`config.mk`:
```
export PLATFORM = sky130hd
export DESIGN_NAME = dac_spi_rx_flat
export DESIGN_NICKNAME = d
export VERILOG_FILES = /design/src/rtl/dac_spi_rx_if.sv /design/src/rtl/dac_spi_rx.sv /design/src/flat_wrapper.sv
export SDC_FILE = /design/constraint.sdc
export NUM_CORES = 1
export LEC_CHECK = 0
export CAP_MARGIN = 30
export CORE_MARGIN = 5
export CORE_UTILIZATION = 57
export DETAILED_ROUTE_END_ITERATION = 10
export PLACE_DENSITY = 0.83
export SLEW_MARGIN = 0
export SYNTH_ARGS = -nofsm -noshare
export SYNTH_HDL_FRONTEND = slang
export SYNTH_SLANG_ARGS = --single-unit
```
`constraint.sdc`:
```
create_clock -name clk -period 2.4 [get_ports clk]
set_input_delay 0.36 -clock clk [delete_from_list [all_inputs] [get_ports clk]]
set_output_delay 0.36 -clock clk [all_outputs]
set_load 0.01 [all_outputs]
```
`src/rtl/dac_spi_rx_if.sv`:
```
// dac_spi_rx_if: serial link inputs and decoded frame outputs of dac_spi_rx.
// DAC_SPI_RX_REGFILE_EN adds the register bank read port.
interface dac_spi_rx_if;
  logic        spi_sync;
  logic        spi_sclk;
  logic        spi_data;
  logic        frame_valid;
  logic [3:0]  frame_comm;
  logic [3:0]  frame_addr;
  logic [15:0] frame_data;
  logic        frame_err;
  logic [1:0]  err_code;
  logic        busy;
  logic [15:0] frame_cnt;
`ifdef DAC_SPI_RX_REGFILE_EN
  logic [3:0]  rd_addr;
  logic [15:0] rd_data;
`endif
  modport master (
`ifdef DAC_SPI_RX_REGFILE_EN
    output rd_addr, input rd_data,
`endif
    output spi_sync, spi_sclk, spi_data,
    input  frame_valid, frame_comm, frame_addr, frame_data, frame_err, err_code, busy, frame_cnt
  );
  modport slave (
`ifdef DAC_SPI_RX_REGFILE_EN
    input rd_addr, output rd_data,
`endif
    input  spi_sync, spi_sclk, spi_data,
    output frame_valid, frame_comm, frame_addr, frame_data, frame_err, err_code, busy, frame_cnt
  );
endinterface

```
`src/rtl/dac_spi_rx.sv`:
```
// dac_spi_rx: oversampling receiver/monitor for the 24-bit DAC serial link.
// DAC_SPI_RX_REGFILE_EN adds a 16x16 register bank written by command 3 frames.
module dac_spi_rx #(
  parameter int          SYNC_STAGES = 2,
  parameter int unsigned TIMEOUT     = 1024
) (
  input logic         clk,
  input logic         rst,
  dac_spi_rx_if.slave bus
);
  typedef enum logic [1:0] {IDLE, SHIFT, ABORT} state_t;
  state_t                 r_state, w_state_nxt;
  logic [SYNC_STAGES-1:0] r_sync_sh, r_sclk_sh, r_data_sh;
  logic                   r_sync_q, r_sclk_q;
  logic [SYNC_STAGES:0]   r_arm;
  logic [23:0]            r_shift;
  logic [4:0]             r_bits;
  logic [31:0]            r_to;
  logic                   r_eval, r_valid, r_err;
  logic [1:0]             r_code;
  logic [3:0]             r_comm, r_addr;
  logic [15:0]            r_data, r_fcnt;
  logic                   w_sync, w_sclk, w_din, w_fall, w_start, w_end, w_tmo, w_good;
  assign w_sync  = r_sync_sh[SYNC_STAGES-1];
  assign w_sclk  = r_sclk_sh[SYNC_STAGES-1];
  assign w_din   = r_data_sh[SYNC_STAGES-1];
  assign w_fall  = r_sclk_q & ~w_sclk;
  // starts are only trusted once the reset value has drained out of the sync chain
  assign w_start = r_arm[SYNC_STAGES] & r_sync_q & ~w_sync;
  assign w_end   = ~r_sync_q & w_sync;
  assign w_tmo   = (TIMEOUT != 0) && r_state == SHIFT && !w_end && !w_fall && r_to == TIMEOUT - 1;
  assign w_good  = r_eval && r_bits == 5'd24;
  always_ff @(posedge clk or negedge rst)
    if (!rst) begin
      r_sync_sh <= '1;
      r_sclk_sh <= '1;
      r_data_sh <= '0;
      r_sync_q  <= 1'b1;
      r_sclk_q  <= 1'b1;
      r_arm     <= '0;
    end else begin
      r_sync_sh <= {r_sync_sh[SYNC_STAGES-2:0], bus.spi_sync};
      r_sclk_sh <= {r_sclk_sh[SYNC_STAGES-2:0], bus.spi_sclk};
      r_data_sh <= {r_data_sh[SYNC_STAGES-2:0], bus.spi_data};
      r_sync_q  <= w_sync;
      r_sclk_q  <= w_sclk;
      r_arm     <= {r_arm[SYNC_STAGES-1:0], 1'b1};
    end
  always_ff @(posedge clk or negedge rst)
    if (!rst) r_state <= IDLE;
    else r_state <= w_state_nxt;
  always_comb begin
    w_state_nxt = r_state;
    if (r_state == IDLE && w_start) w_state_nxt = SHIFT;
    else if (r_state != IDLE && w_end) w_state_nxt = IDLE;
    else if (w_tmo) w_state_nxt = ABORT;
  end
  // end of frame is judged one cycle later so a coincident final edge is already counted
  always_ff @(posedge clk or negedge rst)
    if (!rst) begin
      r_shift <= '0;
      r_bits  <= '0;
      r_to    <= '0;
      r_eval  <= 1'b0;
      r_valid <= 1'b0;
      r_err   <= 1'b0;
      r_code  <= '0;
      r_comm  <= '0;
      r_addr  <= '0;
      r_data  <= '0;
      r_fcnt  <= '0;
    end else begin
      if (r_state == IDLE && w_start) begin
        r_shift <= '0;
        r_bits  <= '0;
        r_to    <= '0;
      end else if (r_state == SHIFT && w_fall) begin
        r_shift <= {r_shift[22:0], w_din};
        r_bits  <= r_bits + 5'(r_bits != 5'd25);
        r_to    <= '0;
      end else if (r_state == SHIFT) r_to <= w_tmo ? '0 : r_to + 32'd1;
      r_eval  <= r_state == SHIFT && w_end;
      r_valid <= w_good;
      r_err   <= (r_eval && !w_good) || w_tmo;
      if (w_good) begin
        r_comm <= r_shift[23:20];
        r_addr <= r_shift[19:16];
        r_data <= r_shift[15:0];
        r_fcnt <= r_fcnt + 16'd1;
      end
      if (r_eval && !w_good) r_code <= r_bits < 5'd24 ? 2'b01 : 2'b10;
      else if (w_tmo) r_code <= 2'b11;
    end
  assign bus.frame_valid = r_valid;
  assign bus.frame_err   = r_err;
  assign bus.err_code    = r_code;
  assign bus.frame_comm  = r_comm;
  assign bus.frame_addr  = r_addr;
  assign bus.frame_data  = r_data;
  assign bus.frame_cnt   = r_fcnt;
  assign bus.busy        = r_state == SHIFT;
`ifdef DAC_SPI_RX_REGFILE_EN
  logic [15:0] r_bank [16];
  // commits at the end of the valid cycle, so a same-cycle read sees the old word
  always_ff @(posedge clk or negedge rst)
    if (!rst) for (int i = 0; i < 16; i++) r_bank[i] <= '0;
    else if (r_valid && r_comm == 4'h3) r_bank[r_addr] <= r_data;
  assign bus.rd_data = r_bank[bus.rd_addr];
`endif
endmodule

```
`src/flat_wrapper.sv`:
```
// flat-port wrapper written by rule: the top's interface ports become plain ports
module dac_spi_rx_flat 
#(
  parameter int          SYNC_STAGES = 2,
  parameter int unsigned TIMEOUT     = 1024
)
  (clk, rst, bus_spi_sync, bus_spi_sclk, bus_spi_data, bus_frame_valid, bus_frame_comm, bus_frame_addr, bus_frame_data, bus_frame_err, bus_err_code, bus_busy, bus_frame_cnt);
  dac_spi_rx_if bus_i ();
  input logic clk;
  input logic rst;
  input wire logic [$bits(bus_i.spi_sync)-1:0] bus_spi_sync;
  input wire logic [$bits(bus_i.spi_sclk)-1:0] bus_spi_sclk;
  input wire logic [$bits(bus_i.spi_data)-1:0] bus_spi_data;
  output wire logic [$bits(bus_i.frame_valid)-1:0] bus_frame_valid;
  output wire logic [$bits(bus_i.frame_comm)-1:0] bus_frame_comm;
  output wire logic [$bits(bus_i.frame_addr)-1:0] bus_frame_addr;
  output wire logic [$bits(bus_i.frame_data)-1:0] bus_frame_data;
  output wire logic [$bits(bus_i.frame_err)-1:0] bus_frame_err;
  output wire logic [$bits(bus_i.err_code)-1:0] bus_err_code;
  output wire logic [$bits(bus_i.busy)-1:0] bus_busy;
  output wire logic [$bits(bus_i.frame_cnt)-1:0] bus_frame_cnt;
  assign bus_i.spi_sync = bus_spi_sync;
  assign bus_i.spi_sclk = bus_spi_sclk;
  assign bus_i.spi_data = bus_spi_data;
  assign bus_frame_valid = bus_i.frame_valid;
  assign bus_frame_comm = bus_i.frame_comm;
  assign bus_frame_addr = bus_i.frame_addr;
  assign bus_frame_data = bus_i.frame_data;
  assign bus_frame_err = bus_i.frame_err;
  assign bus_err_code = bus_i.err_code;
  assign bus_busy = bus_i.busy;
  assign bus_frame_cnt = bus_i.frame_cnt;
  dac_spi_rx #(.SYNC_STAGES(SYNC_STAGES), .TIMEOUT(TIMEOUT)) u_core (.clk(clk), .rst(rst), .bus(bus_i));
endmodule
```
# Word-level counts from Yosys, hierarchy flattened
# Index checks and enable logic that the tools add are counted.
[classes] reduce_logical=19 n_bitwise=7 add_sub_neg=3 order_cmp=1 eq_ne=4 n_mux=14
[ops] cell="$mux W32" count=4
[ops] cell="$mux W24" count=2
[ops] cell="$add A32 B1 Y32 const B" count=1
[ops] cell="$eq A32 B10 Y1 const B" count=1
[ops] cell="$add A16 B1 Y16 const B" count=1
[ops] cell="$mux W2" count=6
[ops] cell="$mux W5" count=2
[ops] cell="$logic_and A1 B1 Y1" count=9
[ops] cell="$reduce_bool A2 Y1" count=3
[ops] cell="$reduce_bool A3 Y1" count=2
[ops] cell="$add A5 B1 Y5" count=1
[ops] cell="$eq A5 B5 Y1 const B" count=1
[ops] cell="$lt A5 B5 Y1 const B" count=1
[ops] cell="$ne A5 B5 Y1 const B" count=1
[ops] cell="$and A1 B1 Y1" count=4
[ops] cell="$logic_not A1 Y1" count=3
[ops] cell="$not A1 Y1" count=3
[ops] cell="$eq A2 B1 Y1 const B" count=1
[ops] cell="$logic_not A2 Y1" count=1
[ops] cell="$logic_or A1 B1 Y1" count=1
[totals] inputBits=5 ff_bits=119 out_inout_bits=45

# Longest topological paths before layout
[depth] word_depth=10 depth_mapped=8 depth_no_buf=7

# Worst setup path after synthesis
# OpenSTA, ideal clock, no wires.
[synth_path] path_type="flip-flop to flip-flop" from="reg u_core.r_to[0]" to="reg u_core.r_to[24]" path_stages_with_launch=9 path_buffers=2 setup_slack_ns=0.434 t_arrival_ns=1.847 period_less_slack_ns=1.966 path_cell_list="dfrtp_1 > ha_1 > and4_1 > nand4_1 > or4_1 > buf_2 > nand2_4 > buf_6 > o21ai_2"
[synth_via] elab_chain_cells=6 elab_cells_between_ends=7
[synth_lines] item="start, declared" line_no="dac_spi_rx.sv:18" text="logic [31:0] r_to;"
[synth_lines] item="start signal, assigned" line_no="dac_spi_rx.sv:81" text="end else if (r_state == SHIFT) r_to <= w_tmo ? '0 : r_to + 32'd1;"
[synth_lines] item="parallel branches: the longest is 2 deep, another holds $add A32 B1 Y32"
[synth_lines] item="$mux W32 * (2 in series)" line_no="dac_spi_rx.sv:81"
[synth_lines] item="$mux W32 *" line_no="dac_spi_rx.sv:77" text="end else if (r_state == SHIFT && w_fall) begin"
[synth_lines] item="$mux W32 *" line_no="dac_spi_rx.sv:73" text="if (r_state == IDLE && w_start) begin"
# Every way passes the cells marked *. The select of a mux whose other input is x is not followed.
# A chain may end at the register's enable or synchronous reset.

# Worst setup path in the final report
[layout_path] from="reg u_core.r_state[1]" to="out bus_busy"
[layout_via] elab_chain_cells=1
[layout_lines] item="start, declared" line_no="dac_spi_rx.sv:12" text="state_t r_state, w_state_nxt;"
[layout_lines] item="start signal, assigned" line_no="dac_spi_rx.sv:51" text="else r_state <= w_state_nxt;"
[layout_lines] item="$eq A2 B1 Y1" line_no="dac_spi_rx.sv:101" text="assign bus.busy = r_state == SHIFT;"
[layout_lines] item="end, declared" line_no="flat_wrapper.sv:20" text="output wire logic [$bits(bus_i.busy)-1:0] bus_busy;"
# No other way between the ends.

==> impl_metrics.ini <==
[routing]
wl_per_cell_um = 15.6
firstDrtPassIters = 5
viasPerCell = 5.61
wl_um = 10800
drcViolationCount = 0
drt_iter0_drc = 285
via_count = 3894
ant_nets = 0

[yosys]
yosys_warnings = 0
synth_top_family_by_area = simple AND/OR/NAND/NOR gates
syn_area_um2 = 5110
synth_xor_area_share_pct = 7.72
ys_seq_elements = 119
synth_fa_ha_area_share_pct = 0.980
synth-simple-area-share_pct = 24.8
synth_cell_types = 45
synth_mux_area_share_pct = 0.196
synth-compound-area-share_pct = 5.14
synthCells = 517
synth.net_count = 526
syn_area_per_cell_um2 = 9.88
seq_area_frac_synth_pct = 58.5

[status]
status = finished clean

[cells_and_area]
area_delta_synth_final_pct = 23.2
antennaDiodeCount = 0
fin_nets = 582
nFillCells = 594
layout_commonest_cell = nand2_1
final_cell_mix = nand2_1 (152), dfrtp_1 (113), clkdlybuf4s50_1 (48)
final_util_pct = 72.2
drive_gt1_share_pct = 11.1
postLayoutCellArea_um2 = 6290

[timing]
tns_ps = 0
final-hold-violation-count = 0
slew_headroom_pct = 58.1
fmax_mhz = 444
fin_skew_ps = 8.34
fin_crit_sh_pct = 93.9
rsz0062_at_grt = false
tightest_slew_ps = 623
final-max-slew-violation-count = 0
layout_setup_ws_ps = 147
setup_violations = 0
fin_hold_ws_ps = 249
fin_crit_ps = 2250

[grt]
overflow = 0
grt_usage_pct = 20.7
antenna_found_initial = 0
grt_pass1_vias = 3838
grt_first_pass_wirelength_um = 18600
grt_max_degree = 43

[critical_path]
critPathCaptureType = primary output
cp_cell_sequence = nand2b_2, inv_1, clkdlybuf4s50_1
critPathKind = flop to primary output
crit_fanout = 10
crit_family = buffers and inverters
crit_start = u_core.r_state[1]
cp.arrival_ps = 1890
cp_num_buf_inv = 2
cpPeakStageDelay_ps = 540
r2r_start = u_core.r_to[0]
required_ps = 2040
start_kind = flop
cp_slowest_cell = clkdlybuf4s50_1

[clock_tree]
numCtsBuffers = 17
clock_latency_ps = 520
clk_path_buf_depth = 2
numClockSinks = 119
cts_htree_levels = 4
clock-root-buffer = clkbuf_8
clkSlewWorstSetupHoldPaths_ps = 60
cts_tree = yes

[die]
dieArea_um2 = 11000
coreArea_um2 = 8720
dieWidth_um = 105
initial_core_util_pct = 58.6
die_y_um = 105
ios = 50
row_count = 34

[placement]
hpwl_um = 6700
placed_cell_area_um2 = 5700
finalWeightedCongestion = 0.811
dp_worst_setup_slack_ps = 94.9
portBuffers = 49

[run]
drv_cap = 0

[pwr]
powerDensity_nw_per_um2 = 764
leakage_nw = 2.92
peakVddDrop_mv = 0.485

[worst_hold_path]
min_path_type = input port to flop
hp-start = bus_spi_sclk
[stage by stage]
step / total power (W) / std cells
global placement: 0.00242 / 661
global route: 0.00498 / 694
finish: 0.00481 / 694
CTS: 0.00483 / 694
floorplan: 0.00233 / 517
detailed placement: 0.00244 / 661
[report_power, final]
group	internal [W]	switching (W)	leakage (nW)
combinational	0.000100	0.000180	1.04
clock	0.00142	0.000967	0.267
sequential	0.00208	0.0000651	1.62
total	0.00360	0.00121	2.92
[final timing paths]
kind                                       end  slack [ps]  cells past startpoint
setup / recovery                      bus_busy         150                      3
hold reg to reg                u_core.r_arm[2]         360                      0
min in group asynchronous      u_core.r_to[14]         380                      2
max in group asynchronous   u_core.r_shift[19]        1300                      3
hold / removal             u_core.r_sclk_sh[0]         250                      1
setup reg to reg                u_core.r_to[0]         210                      6
[cells in the mapped netlist, drive strengths merged]
cell type,n,share of area [%]
a2111oi,3,0.88
a211oi,1,0.15
a21oi,29,2.9
a31o,1,0.17
a31oi,1,0.12
and2,4,0.49
and3,9,1.1
and3b,1,0.17
and4,4,0.71
and4b,1,0.20
and4bb,1,0.24
buf,11,1.4
clkbuf,11,0.81
conb,1,0.073
dfrtp,113,55
dfstp,6,3.1
ha,4,0.98
inv,6,0.44
mux2i,1,0.20
nand2,153,11
nand2b,2,0.24
nand3,18,1.8
nand4,23,2.8
nand4bb,1,0.22
nor2,43,3.2
nor2b,1,0.12
nor3,5,0.49
nor3b,1,0.15
nor4,6,0.74
o21ai,2,0.27
o31ai,2,0.29
o41ai,2,0.34
or2,1,0.12
or2b,2,0.34
or4,2,0.29
xnor2,19,3.3
xor2,26,4.5
[flip-flops by register name, indices dropped and copies added, names as in the netlist, 2 cells and up]
signal	flops
u_core.bus.err_code	2
u_core.bus.frame_addr	4
u_core.bus.frame_cnt	16
u_core.bus.frame_comm	4
u_core.bus.frame_data	16
u_core.r_arm	3
u_core.r_bits	5
u_core.r_data_sh	2
u_core.r_sclk_sh	2
u_core.r_shift	24
u_core.r_state	2
u_core.r_sync_sh	2
u_core.r_to	32
[cell type report]
class,instances,area [µm²],area share (%)
inverter,6,22.5,0.358
timing repair buffer,59,578,9.18
multi-input combinational,370,2000,31.8
sequential,119,2990,47.4
clock buffer,18,428,6.80
tap,108,135,2.15
clock inverter,14,141,2.25
[cell families (layout without fill, tap and decap cells)]
logic type,after synthesis,in the layout
XOR/XNOR,45,45
other,1,1
flip-flops,119,119
buffers and inverters,28,97
AO/OA/AOI/OAI,41,41
adder cells (fa/ha/maj),4,4
AND/OR/NAND/NOR,278,278
multiplexers,1,1
[routing by layer]
metal  track usage, %  up-vias  part of all wire (%)
li1                 -     1843                     -
met1             26.3     1940                    43
met2             34.0       98                    51
met3             5.86       13                   5.0
met4             7.67        0                   1.1
met5                0        -                     0
[timing repair]
action                                  CTS  global route
gates resized for setup                   0             3
endpoints found under the hold margin    39             0
buffers inserted                          0             0
endpoints found under the setup margin    0            32
hold buffers                              1             0
(Power assumes the default switching activity.)
